[config.mk]
export PLATFORM = sky130hd
export DESIGN_NAME = xor_swap_seq
export DESIGN_NICKNAME = d
export VERILOG_FILES = /design/src/rtl/xor_swap_pkg.sv /design/src/rtl/xor_swap_dp.sv /design/src/rtl/xor_swap_seq.sv
export SDC_FILE = /design/constraint.sdc
export NUM_CORES = 1
export LEC_CHECK = 0
export CORE_MARGIN = 4
export CORE_UTILIZATION = 30
export DETAILED_ROUTE_END_ITERATION = 12
export DONT_BUFFER_PORTS = 1
export HOLD_SLACK_MARGIN = 0.06
export SYNTH_ARGS = -nofsm -noshare
export SYNTH_HDL_FRONTEND = slang
export SYNTH_SLANG_ARGS = --single-unit
export TNS_END_PERCENT = 10
[constraint.sdc]
create_clock -name clk -period 6.1 [get_ports clk]
set_input_delay 1.22 -clock clk [delete_from_list [all_inputs] [get_ports clk]]
set_output_delay 1.22 -clock clk [all_outputs]
set_load 0.005 [all_outputs]
[src/rtl/xor_swap_pkg.sv]
// Shared types and defaults for the sequential XOR swap engine.
// Holds the FSM state encoding and the datapath step codes.
package xor_swap_pkg;

  localparam int DEFAULT_WIDTH = 4;
  localparam int DEFAULT_CNT_W = 8;

  typedef enum logic [2:0] {
    IDLE = 3'd0,
    S1   = 3'd1,
    S2   = 3'd2,
    S3   = 3'd3,
    DONE = 3'd4
  } state_t;

  // One-hot-free step code issued by the FSM to the datapath each cycle.
  typedef enum logic [1:0] {
    STEP_HOLD  = 2'd0,
    STEP_LOAD  = 2'd1,
    STEP_A_XOR = 2'd2,
    STEP_B_XOR = 2'd3
  } step_t;

endpackage

[src/rtl/xor_swap_dp.sv]
// Operand register pair for the XOR swap; applies one step per clock.
// No temporary register: every update is a single in-place XOR.
module xor_swap_dp
  import xor_swap_pkg::*;
#(
  parameter int WIDTH = DEFAULT_WIDTH
) (
  input  logic             clk,
  input  logic             rst_n,
  input  step_t            step,
  input  logic [WIDTH-1:0] in_a,
  input  logic [WIDTH-1:0] in_b,
  output logic [WIDTH-1:0] ra,
  output logic [WIDTH-1:0] rb
);

  logic [WIDTH-1:0] ra_reg;
  logic [WIDTH-1:0] rb_reg;
  logic [WIDTH-1:0] ra_next;
  logic [WIDTH-1:0] rb_next;

  genvar gi;
  generate
    for (gi = 0; gi < WIDTH; gi++) begin : g_bit
      assign ra_next[gi] = (step == STEP_LOAD)  ? in_a[gi] :
                           (step == STEP_A_XOR) ? (ra_reg[gi] ^ rb_reg[gi]) :
                                                  ra_reg[gi];
      assign rb_next[gi] = (step == STEP_LOAD)  ? in_b[gi] :
                           (step == STEP_B_XOR) ? (rb_reg[gi] ^ ra_reg[gi]) :
                                                  rb_reg[gi];
    end
  endgenerate

  always_ff @(posedge clk) begin
    if (!rst_n) begin
      ra_reg <= '0;
      rb_reg <= '0;
    end else begin
      ra_reg <= ra_next;
      rb_reg <= rb_next;
    end
  end

  assign ra = ra_reg;
  assign rb = rb_reg;

endmodule

[src/rtl/xor_swap_seq.sv]
// Handshaked sequential swap engine: accept (a,b), run three XOR steps,
// present (b,a) until the consumer takes it, and count handed-off results.
module xor_swap_seq
  import xor_swap_pkg::*;
#(
  parameter int WIDTH = DEFAULT_WIDTH,
  parameter int CNT_W = DEFAULT_CNT_W
) (
  input  logic             clk,
  input  logic             rst_n,
  input  logic             in_valid,
  output logic             in_ready,
  input  logic [WIDTH-1:0] in_a,
  input  logic [WIDTH-1:0] in_b,
  output logic             out_valid,
  input  logic             out_ready,
  output logic [WIDTH-1:0] out_a,
  output logic [WIDTH-1:0] out_b,
  output logic             busy,
  output logic [CNT_W-1:0] swap_count
);

  state_t           state_reg;
  state_t           state_next;
  step_t            step;
  logic [CNT_W-1:0] count_reg;
  logic             hand_off;

  always_ff @(posedge clk) begin
    if (!rst_n) begin
      state_reg <= IDLE;
      count_reg <= '0;
    end else begin
      state_reg <= state_next;
      if (hand_off) begin
        count_reg <= count_reg + CNT_W'(1);
      end
    end
  end

  always_comb begin
    state_next = state_reg;
    step       = STEP_HOLD;
    unique case (state_reg)
      IDLE: begin
        if (in_valid) begin
          step       = STEP_LOAD;
          state_next = S1;
        end
      end
      S1: begin
        step       = STEP_A_XOR;
        state_next = S2;
      end
      S2: begin
        step       = STEP_B_XOR;
        state_next = S3;
      end
      S3: begin
        step       = STEP_A_XOR;
        state_next = DONE;
      end
      DONE: begin
        // Return to IDLE only; a new pair is taken the cycle after hand-off.
        if (out_ready) begin
          state_next = IDLE;
        end
      end
      default: state_next = IDLE;
    endcase
  end

  xor_swap_dp #(
    .WIDTH(WIDTH)
  ) u_dp (
    .clk  (clk),
    .rst_n(rst_n),
    .step (step),
    .in_a (in_a),
    .in_b (in_b),
    .ra   (out_a),
    .rb   (out_b)
  );

  assign in_ready   = (state_reg == IDLE);
  assign out_valid  = (state_reg == DONE);
  assign busy       = (state_reg != IDLE);
  assign hand_off   = out_valid && out_ready;
  assign swap_count = count_reg;

endmodule
==> flow_summary.ini <==
[placement]
dp_hpwl_mm = 1.58
place_area_um2 = 1020
place_congestion = 0.674
io_buffers = 0

[worst_setup_path]
rrSetupSlack_ns = 3.48
critPathKind = in2reg
required_ns = 6.31
reg2reg_to = u_dp.rb[2]
cp-start-kind = primary input
crit_path_max_fanout = 24
cpMaxStageDelayCell = or3b_2
startpoint = in_valid
cp_num_buf_inv = 0
end_kind = register
critical_path.max_stage_delay_ns = 0.53
cp_cell_sequence = nor2_1 > nor3_1 > ha_1 > or3b_2 > a2111o_1 > a21oi_1
ff2ff_path_depth = 6
cp_top_family = simple AND/OR/NAND/NOR gates
rr_startpoint = state_reg[1]
worstPathArrival_ns = 3.32

[drt]
wirelength_mm = 2.23
ant_nets = 0
routed_via_density = 5.54
vias = 892
wl_per_cell_um = 13.9
drc = 0
drt-pass1-iter-count = 4
initialDrtViolationCount = 68

[global_route]
grt_use_met1_pct = 12.3
grt_pass1_wl_mm = 3.48
top_usage_layer = met2
met2_usage_pct = 16.0
overflow = 0
antenna_found_initial = 0
grt_max_degree = 25
grtUsageMet3_pct = 5.30
grt_pass1_vias = 759
grt_usage_pct = 10.4

[yosys]
synthTopCellsByArea = dfxtp_1 (38%), a21oi_1 (7.0%), or3b_2 (7.0%)
syn_inst = 120
synth.distinct_cells = 28
yosysSeqAreaShare_pct = 38.2
ys_warn_count = 0
synth_top_area_share_pct = 38.2
syn_avg_cell_area_um2 = 8.30
netlist_area_um2 = 996
synthesis.nets = 134
dominantRegCellSynth = dfxtp_1
yosys.cell_count.top_type = dfxtp_1
synth_top_cells_by_count = dfxtp_1 (19), a21oi_1 (14), nor2_1 (12), nand2_1 (10), or3b_2 (8)
synthArstFlopShare_pct = 0
synth_seq_cells = 19
synth_top_cell_by_area = dfxtp_1
synth_edf_count = 0

[pwr]
irDropWorstVdd_mv = 0.0810
p_per_area_nw_per_um2 = 250
leakagePower_uw = 0.000331

[min_path]
holdPathStages = 2
hp-class = reg2reg
hold_start = swap_count[7]
holdPathEnd = swap_count[7]

[cells_and_area]
area_delta_synth_final_pct = 5.40
nNetsFinal = 132
multi_input_area_um2 = 569
layout-drive-gt1-share_pct = 10.3
regArea_um2 = 380
largest_register_ffs = 8
n_fill_cell = 345
stdcell_area_um2 = 1050
num_antenna_cells = 0

[sta]
fmax_mhz = 322
hold_viol = 0
worstMarginPinSlew_ns = 0.684
timing.setup.tns_ns = 0
drv_slew = 0
finalCriticalPeriod_ns = 3.11
setup_viol = 0
clock_skew_ns = 0.00628
fin_crit_sh_pct = 51.0
rsz0062_at_grt = no
slew_headroom_pct = 54.4

[floorplanning]
dieArea_um2 = 4310
die_width_um = 65.6
die_h_um = 65.6
initial_core_util_pct = 32.1
core_area_um2 = 3100
boundaryPins = 31
rows = 20

[clock_network]
cts_setup_buffers = 0
cts_tree = done
clk_latency_ns = 0.29
htree_levels = 1
clock_path_buffers = 2
hold_buffers = 0
post_cts_resized = 0
root_buffer = clkbuf_4
clkSlewWorstSetupHoldPaths_ns = 0.11
cts_sinks = 19
cts_made_buffers = 3

[flow_run]
maxCapViolations = 0

[outcome]
status = complete, no violations
-- worst max-delay path by stage --
stage | slack, ns | cells past startpoint | to
after floorplan | 3.23 | 6 | u_dp.rb[3]
after global placement | 2.79 | 6 | u_dp.rb[2]
after detailed placement | 2.69 | 6 | u_dp.rb[2]
after CTS | 3.01 | 6 | u_dp.rb[2]
after global routing | 2.84 | 6 | u_dp.rb[3]
final | 2.99 | 6 | u_dp.rb[2]
-- stage by stage --
| step | hold WS [ns] | std cells | util (%) | worst slack, ns | power (uW) |
|---|---|---|---|---|---|
| 2_1_floorplan | 0.468 | 120 | - | 3.23 | 192 |
| 3_3_place_gp | 0.485 | 157 | 33.0 | 2.79 | 200 |
| 3_5_place_dp | 0.495 | 157 | 33.0 | 2.69 | 203 |
| 4_1_cts | 0.515 | 161 | 33.8 | 3.01 | 268 |
| 5_1_grt | 0.545 | 161 | 33.8 | 2.84 | 281 |
| 6_report | 0.508 | 161 | 33.8 | 2.99 | 262 |
-- worst min-delay path, stage by stage, from the launching register on --
cell	delay, ns
dfxtp_1	0.35
o31ai_1	0.07
a21oi_1	0.05
-- logic make-up after synthesis --
logic type,after synthesis,synth area share (%)
simple gates,46,26.1
buf+inv,12,4.65
compound gates,38,25.8
flops,19,38.2
fa+ha+maj,2,2.51
mux,1,1.01
xor+xnor,2,1.76
-- area by class of cell --
class                   instances  share of cell area, %
well taps                      44                   5.24
clock buffers                   4                   2.50
multi-input cells              89                   54.2
flip-flops and latches         19                   36.2
inverters                       5                   1.79
-- per-layer routing --
layer  up-vias  share of wire [%]
met3         2                7.6
met1       421                 45
met5         -                  0
met2        22                 46
li1        447                  -
met4         0               0.94
-- layout by cell type, fill, tap and decap left out, types with 4 or more instances in the layout --
master	instances
nor2_1	12
or4_1	4
o41ai_1	4
a2111o_1	4
or3b_2	8
nand2_1	10
a21oi_1	14
a21o_1	4
o31ai_1	4
dfxtp_1	19
inv_1	4
o21ai_0	6
-- report_power, final --
| part | switching [uW] | leakage (uW) | internal, uW | total, uW |
|---|---|---|---|---|
| Sequential | 14.2 | 0.000154 | 132 | 147 |
| Combinational | 29.2 | 0.000162 | 23.9 | 53.1 |
| Clock | 37.1 | 0.0000150 | 25.4 | 62.5 |
(Power assumes the default switching activity.)
